### config.mk
export PLATFORM = sky130hd
export DESIGN_NAME = rx_comando_valvula
export DESIGN_NICKNAME = d
export VERILOG_FILES = /design/src/rtl/rx_comando_pkg.sv /design/src/rtl/rx_serial_uart.sv /design/src/rtl/rx_comando_valvula.sv
export SDC_FILE = /design/constraint.sdc
export NUM_CORES = 1
export LEC_CHECK = 0
export CORE_UTILIZATION = 58
export CTS_CLUSTER_SIZE = 20
export DETAILED_ROUTE_END_ITERATION = 10
export PLACE_DENSITY = 0.81
export SYNTH_ARGS = -nofsm -noshare
export SYNTH_HDL_FRONTEND = slang
export SYNTH_HIERARCHICAL = 1
export SYNTH_SLANG_ARGS = --single-unit
export TNS_END_PERCENT = 10
### constraint.sdc
create_clock -name clock -period 3.5 [get_ports clock]
set_input_delay 0.7 -clock clock [delete_from_list [all_inputs] [get_ports clock]]
set_output_delay 0.7 -clock clock [all_outputs]
set_load 0.01 [all_outputs]
### src/rtl/rx_comando_pkg.sv
// Shared definitions for the serial valve-command receiver: FSM state
// encodings (also exported on db_estado) and the ASCII command bytes.
package rx_comando_pkg;

  typedef enum logic [3:0] {
    OCIOSO   = 4'd0,
    INICIO   = 4'd1,
    DADOS    = 4'd2,
    PARIDADE = 4'd3,
    PARADA   = 4'd4,
    ENTREGA  = 4'd5,
    ERRO     = 4'd6
  } estado_t;

  localparam logic [7:0] CMD_MANUAL = 8'h4D;  // 'M'
  localparam logic [7:0] CMD_AUTO   = 8'h41;  // 'A'
  localparam logic [7:0] CMD_ABRE   = 8'h31;  // '1'
  localparam logic [7:0] CMD_FECHA  = 8'h30;  // '0'

endpackage

### src/rtl/rx_serial_uart.sv
// UART deserialiser: 2-flop synchroniser, bit timer, receive FSM and framing
// check. Frame is 8N1 by default, 7E1 when RX_PARIDADE_EN is defined.
module rx_serial_uart
  import rx_comando_pkg::*;
#(
  parameter int unsigned CLKS_PER_BIT = 434
) (
  input  logic       clock,
  input  logic       reset,
  input  logic       RX,
  output logic [7:0] dado,
  output logic       dado_valido,
  output logic       erro_quadro,
  output logic [3:0] db_estado
);

  localparam int unsigned TW = $clog2(CLKS_PER_BIT);
  localparam logic [TW-1:0] T_MEIO = TW'(CLKS_PER_BIT / 2 - 1);
  localparam logic [TW-1:0] T_FIM  = TW'(CLKS_PER_BIT - 1);
`ifdef RX_PARIDADE_EN
  localparam logic [2:0] ULTIMO_BIT = 3'd6;
`else
  localparam logic [2:0] ULTIMO_BIT = 3'd7;
`endif

  logic          rx_meta, rx_s;
  estado_t       estado;
  logic [TW-1:0] timer;
  logic [2:0]    bit_idx;
  logic [7:0]    shift;
  logic          paridade_ok;

  always_ff @(posedge clock or posedge reset) begin
    if (reset) begin
      rx_meta <= 1'b1;
      rx_s    <= 1'b1;
    end else begin
      rx_meta <= RX;
      rx_s    <= rx_meta;
    end
  end

`ifdef RX_PARIDADE_EN
  always_ff @(posedge clock or posedge reset) begin
    if (reset)
      paridade_ok <= 1'b0;
    else if (estado == PARIDADE && timer == T_FIM)
      paridade_ok <= ((^shift[6:0]) == rx_s);
  end
`else
  assign paridade_ok = 1'b1;
`endif

  // Timer free-runs modulo CLKS_PER_BIT and is zeroed on every state change,
  // so each state measures from its own entry.
  always_ff @(posedge clock or posedge reset) begin
    if (reset) begin
      estado      <= OCIOSO;
      timer       <= '0;
      bit_idx     <= '0;
      shift       <= '0;
      dado        <= '0;
      dado_valido <= 1'b0;
      erro_quadro <= 1'b0;
    end else begin
      dado_valido <= 1'b0;
      erro_quadro <= 1'b0;
      timer       <= (timer == T_FIM) ? '0 : timer + 1'b1;
      case (estado)
        OCIOSO: begin
          timer <= '0;
          if (!rx_s) begin
            estado  <= INICIO;
            bit_idx <= '0;
            shift   <= '0;
          end
        end
        INICIO: begin
          if (timer == T_MEIO) begin
            timer  <= '0;
            estado <= rx_s ? OCIOSO : DADOS;
          end
        end
        DADOS: begin
          if (timer == T_FIM) begin
            shift[bit_idx] <= rx_s;
            bit_idx        <= bit_idx + 3'd1;
            if (bit_idx == ULTIMO_BIT) begin
`ifdef RX_PARIDADE_EN
              estado <= PARIDADE;
`else
              estado <= PARADA;
`endif
            end
          end
        end
`ifdef RX_PARIDADE_EN
        PARIDADE: begin
          if (timer == T_FIM) estado <= PARADA;
        end
`endif
        PARADA: begin
          if (timer == T_FIM) begin
            if (rx_s && paridade_ok) begin
              estado      <= ENTREGA;
              dado        <= shift;
              dado_valido <= 1'b1;
            end else begin
              estado      <= ERRO;
              erro_quadro <= 1'b1;
            end
          end
        end
        ENTREGA: begin
          timer  <= '0;
          estado <= OCIOSO;
        end
        ERRO: begin
          timer <= '0;
          if (rx_s) estado <= OCIOSO;
        end
        default: begin
          timer  <= '0;
          estado <= OCIOSO;
        end
      endcase
    end
  end

  assign db_estado = estado;

endmodule

### src/rtl/rx_comando_valvula.sv
// Serial valve-command receiver: UART front end plus the command decoder
// that owns manual / abre_manual. Optional 7E1 framing via RX_PARIDADE_EN.
module rx_comando_valvula
  import rx_comando_pkg::*;
#(
  parameter int unsigned CLKS_PER_BIT = 434
) (
  input  logic       clock,
  input  logic       reset,
  input  logic       RX,
  input  logic       zera_vlv,
  output logic       manual,
  output logic       abre_manual,
  output logic [7:0] dado,
  output logic       dado_valido,
  output logic       erro_quadro,
  output logic [3:0] db_estado
);

  rx_serial_uart #(
    .CLKS_PER_BIT(CLKS_PER_BIT)
  ) u_uart (
    .clock      (clock),
    .reset      (reset),
    .RX         (RX),
    .dado       (dado),
    .dado_valido(dado_valido),
    .erro_quadro(erro_quadro),
    .db_estado  (db_estado)
  );

  // abre_manual may only rise while manual is set, keeping abre_manual -> manual.
  always_ff @(posedge clock or posedge reset) begin
    if (reset) begin
      manual      <= 1'b0;
      abre_manual <= 1'b0;
    end else if (zera_vlv) begin
      manual      <= 1'b0;
      abre_manual <= 1'b0;
    end else if (dado_valido) begin
      case (dado)
        CMD_MANUAL: manual <= 1'b1;
        CMD_AUTO: begin
          manual      <= 1'b0;
          abre_manual <= 1'b0;
        end
        CMD_ABRE:  if (manual) abre_manual <= 1'b1;
        CMD_FECHA: if (manual) abre_manual <= 1'b0;
        default: ;
      endcase
    end
  end

endmodule

# [Yosys cells after proc, flatten, opt, wreduce, memory -nomap -nowiden]
# Index checks and enable logic that the tools add are counted.
# Widths: inputs -> output; s select.
[totals] regBits=38 input_bits=4 output_inout_bits=16 elab_cells=81
[classes] n_addsub=2 magnitude_cmp=2 eq_ne=19 mux=35 reduce_logical=12
[op_table] operator="$mux 4" count=6
[op_table] operator="$pmux 4 s5" count=1
[op_table] operator="$mux 9" count=2
[op_table] operator="$pmux 9 s2" count=1
[op_table] operator="$eq 8x6->1 const B" count=2
[op_table] operator="$eq 8x7->1 const B" count=2
[op_table] operator="$mux 8" count=2
[op_table] operator="$pmux 8 s2" count=1
[op_table] operator="$mux 1" count=13
[op_table] operator="$ne 2x1->1 const B" count=5
[op_table] operator="$add 9x1->9 const B" count=1
[op_table] operator="$eq 9x8->1 const B" count=1
[op_table] operator="$eq 9x9->1 const B" count=1
[op_table] operator="$bwmux 8" count=1
[op_table] operator="$eq 4x3->1 const B" count=2
[op_table] operator="$mux 3" count=2
[op_table] operator="$ne 3x3->1 const B" count=2
[op_table] operator="$pmux 3 s2" count=1
[op_table] operator="$reduce_and 3->1" count=2
[op_table] operator="$reduce_and 6->1" count=1
[op_table] operator="$eq 4x1->1 const B" count=1
[op_table] operator="$eq 4x2->1 const B" count=1
[op_table] operator="$logic_not 4->1" count=1
[op_table] operator="$lt 3x4->1 const B" count=1
[op_table] operator="15 further kinds" count=17

# [Logic depth before layout (Yosys ltp)]
[depth] depth_word=7 ltp_mapped=7 mapped_depth_nobuf=6

# [Modules after synthesis]
# The synthesis kept the hierarchy.
[modules_own_cells] mod="rx_serial_uart" instances=1 cells_per_inst=153 area_each_um2=1719.1 seq_area_each_um2=878.3
[modules_own_cells] mod="rx_comando_valvula" instances=1 cells_per_inst=21 area_each_um2=183.9 seq_area_each_um2=50.0

# [Least setup slack after synthesis]
# Ideal clock, no wire load.
[synth_timing] path_type="register to register" startpoint="reg u_uart.timer[1]" endpoint="reg u_uart.estado[1], in the netlist u_uart/db_estado[1]" setup_ps=126 arrival_ps=1702 setup_slack_ps=1672 path_stages_with_launch=8 period_less_slack_ps=1828 path_cell_list="dfrtp_1 -> inv_1 -> ha_1 -> nand4bb_4 -> or2_1 -> buf_6 -> mux2_4 -> a221o_1"
[synth_via] elab_chain_cells=3
[synth_rtl] item="start, declared" line_no="rx_serial_uart.sv:28" rtl="logic [TW-1:0] timer;"
[synth_rtl] item="start signal, assigned" line_no="rx_serial_uart.sv:68" rtl="timer <= (timer == T_FIM) ? '0 : timer + 1'b1;"
[synth_rtl] item="$eq 9x9->1 / $eq 9x8->1 (equally long branches)" line_no="rx_serial_uart.sv:85, rx_serial_uart.sv:103, rx_serial_uart.sv:79"
[synth_rtl] item="$ne 2x1->1 (no source line)"
[synth_rtl] item="$reduce_and 6->1 (no source line) *"
[synth_rtl] item="end signal, assigned" line_no="rx_serial_uart.sv:81" rtl="estado <= rx_s ? OCIOSO : DADOS;"
[synth_rtl] item="end, declared" line_no="rx_serial_uart.sv:27" rtl="estado_t estado;"
# Every way passes the cells marked *; elsewhere a longest branch is shown, timed or not.
# A chain may end at the register's enable or synchronous reset.

# [Worst setup path after layout]
[layout_timing] startpoint="reg u_uart.estado[1], in the netlist u_uart/db_estado[1]" endpoint="out db_estado[1]"
[layout_lines] item="end, declared" line_no="rx_comando_valvula.sv:17" rtl="output logic [3:0] db_estado"
# No word-level cell between the ends.

==> results_dict.tcl <==
set metrics [dict create \
    hold_viol 0 \
    ys_seq_area_share_pct 48.8 \
    fp.dieW_um 59.3 \
    crit_fanout 16 \
    ys_top_cells_by_area "dfrtp_1, mux2_2, mux2i_1" \
    startpoint_type "flip-flop" \
    first_iter_violations 71 \
    cts_tree "done" \
    p_clk_share_pct 32.3 \
    finalSetupViolations 0 \
    antenna-diode-count 0 \
    drv_slew 0 \
    ir_drop_v 0.000221 \
    clk_path_buf_depth 2 \
    dp.cells 231 \
    hp-start "u_uart/rx_meta$_DFF_PP1_" \
    vias 1396 \
    gp_congestion 0.844 \
    min_path_cells 0 \
    max_freq_ghz 0.428 \
    wl_per_cell_um 16.0 \
    die_y_um 59.3 \
    cap_violations 0 \
    grt_pass1_vias 1471 \
    synth_top_area_share_pct 46.0 \
    cts_root_buf "clkbuf_4" \
    htree_levels 2 \
    worst_hold_slack_ns 0.361 \
    synth_commonest_cells "dfrtp_1, nor2_1, nand2_1" \
    grtUsageTotal_pct 25.6 \
    cts.repair.resized 0 \
    place_ws_ns 1.40 \
    rr_worst_depth 6 \
    multi_input_area_um2 907 \
    slew_headroom_pct 60.4 \
    intPower_w 0.000510 \
    grt_pass1_wl_um 6580 \
    powerDensity_nw_per_um2 305 \
    crit_family "flip-flops" \
    synth_edf_count 0 \
    portBuffers 18 \
    dp_hpwl_um 2700 \
    ys_warn_count 6 \
    synthesis.area_um2 1900 \
    hold_buffers 0 \
    overflow 0 \
    postCtsSetupBuffers 0 \
    coreArea_um2 3080 \
    worstPathArrival_ns 1.63 \
    fillers 236 \
    reg2reg_slack_ns 1.41 \
    min_path_type "flip-flop to flip-flop" \
    row_count 20 \
    p_switching_w 0.000149 \
    timing.rr.start "u_uart/timer[0]$_DFF_PP0_" \
    hold_path_end "u_uart/rx_s$_DFF_PP1_" \
    period_share_pct 66.7 \
    rr_endpoint "u_uart/timer[5]$_DFF_PP0_" \
    grt_max_degree 36 \
    switching_share_pct 22.5 \
    clkSinkCount 37 \
    fin_setup_tns_ns 0 \
    endpoint_kind "primary output" \
    yosys.area.top_type "dfrtp_1" \
    setup_slack_ns 1.17 \
    skew_ns 0.0120 \
    synthDistinctLibCells 45 \
    syn_avg_cell_area_um2 10.9 \
    crit_buf_inv 1 \
    max_stage_delay_ns 0.67 \
    routed_via_density 5.84 \
    postSynthCellCount 174 \
    layout-drive-gt1-share_pct 12.8 \
    drc 0 \
    combPwrFrac_pct 2.4 \
    p_leak_nw 0.971 \
    synthFlopType "dfrtp_1" \
    status "finished, final reports clean" \
    tightest_slew_ns 0.590 \
    clk_latency_ns 0.34 \
    initial_core_util_pct 61.8 \
    rsz0062_at_grt "false" \
    dr.pass1.iters 4 \
    final_cells 239 \
    dieArea_um2 3510 \
    regArea_um2 928 \
    ios 20 \
    antenna_left 0 \
    seqPwrFrac_pct 65.3 \
    required_ns 2.80 \
    cts_made_buffers 5 \
    min_period_ns 2.33 \
    antenna_found_initial 0 \
    postSynth.asyncResetShare_pct 100 \
    areaGrowthSynthToFinish_pct 13.7 \
    synth_nets 183 \
    path_cells "clkdlybuf4s50_1" \
    crit_type "flip-flop to primary output" \
    wl_um 3830 \
    clkTransAtPathRegs_ns 0.10 \
    final_nets 203 \
    yosysMostFrequentCell "dfrtp_1" \
    crit_slowest_cell "dfrtp_1" \
    ys_ff_latch 37 \
]
==> cell usage in the layout (no fill, tap or decap), drive strengths merged, types with 2 or more instances in the layout <==
| cell type | instances |
|---|---|
| mux2 | 10 |
| ha | 5 |
| nor2b | 3 |
| nor4b | 2 |
| inv | 9 |
| nand2 | 14 |
| nor4bb | 2 |
| dfrtp | 35 |
| a21oi | 3 |
| and4b | 2 |
| and2 | 3 |
| o21ai | 5 |
| a22o | 5 |
| nand3 | 5 |
| clkinv | 2 |
| nand4bb | 2 |
| clkbuf | 6 |
| nor2 | 17 |
| xor2 | 5 |
| nand4b | 2 |
| or3b | 3 |
| nor4 | 2 |
| mux2i | 8 |
| dfstp | 2 |
| nand4 | 8 |
| a31oi | 2 |
| xnor2 | 3 |
| clkdlybuf4s50 | 18 |
==> flip-flops by register name, indices dropped and copies added, names as in the netlist <==
signal and count:
u_uart/dado 8, u_uart/bit_idx 3, u_uart/erro_quadro 1, u_uart/rx_s 1, u_uart/shift 8, abre_manual 1
u_uart/rx_meta 1, manual 1, u_uart/db_estado 3, u_uart/timer 9, u_uart/dado_valido 1
==> power groups by stage <==
stage / registers, W / clock network, W / logic (W)
2_1_floorplan: 0.000438 / 0 / 0.0000101
4_1_cts: 0.000430 / 0.000218 / 0.0000166
3_3_place_gp: 0.000438 / 0 / 0.0000160
6_report: 0.000430 / 0.000213 / 0.0000160
5_1_grt: 0.000431 / 0.000239 / 0.0000185
3_5_place_dp: 0.000438 / 0 / 0.0000166
==> logic make-up after synthesis <==
family	count (synthesis)	share of synthesized area, %
and+or+nand+nor	70	22.5
DFF	37	48.8
AOI/OAI and AO/OA	20	7.69
muxes	18	10.3
buffers and inverters	15	3.55
xor gates and xnor gates	8	3.68
adders and majority gates	5	3.29
other	1	0.197
==> final cells by class <==
cell class                 count  share of cell area (%)
clock buffer                   6                    1.91
inverter                       9                    1.56
sequential                    37                    42.9
multi-input combinational    122                    41.9
timing repair buffer          19                    8.68
tap                           44                    2.54
clock inverter                 2                   0.463
==> per-layer routing <==
metal / part of all wire (%) / vias up / wire, µm / GRT usage, %
li1: - / 667 / - / -
met1: 43 / 681 / 1630 / 29.6
met2: 51 / 37 / 1950 / 44.6
met3: 4.3 / 11 / 166 / 6.77
met4: 2.2 / 0 / 83 / 10.2
met5: 0 / - / 0 / 0
==> through the flow <==
step / cell area, µm² / power [W] / util [%]
global placement: 2110 / 0.000455 / 68.6
finish: 2160 / 0.000659 / 70.3
global route: 2160 / 0.000688 / 70.3
detailed placement: 2110 / 0.000455 / 68.6
CTS: 2160 / 0.000665 / 70.3
floorplan: 1900 / 0.000448 / -
==> how the worst max path moves through the flow <==
stage	start	end	slack (ns)	cells after the start
floorplan	u_uart/timer[1]$_DFF_PP0_	u_uart/db_estado[1]$_DFFE_PP0P_	1.67	7
global placement	u_uart/db_estado[1]$_DFFE_PP0P_	db_estado[1]	1.58	1
detailed placement	u_uart/timer[0]$_DFF_PP0_	u_uart/timer[5]$_DFF_PP0_	1.40	6
CTS	u_uart/db_estado[1]$_DFFE_PP0P_	db_estado[1]	1.18	1
global route	u_uart/db_estado[1]$_DFFE_PP0P_	db_estado[1]	1.09	1
finish	u_uart/db_estado[1]$_DFFE_PP0P_	db_estado[1]	1.17	1
No activity file was read; power rests on OpenSTA's default activity.
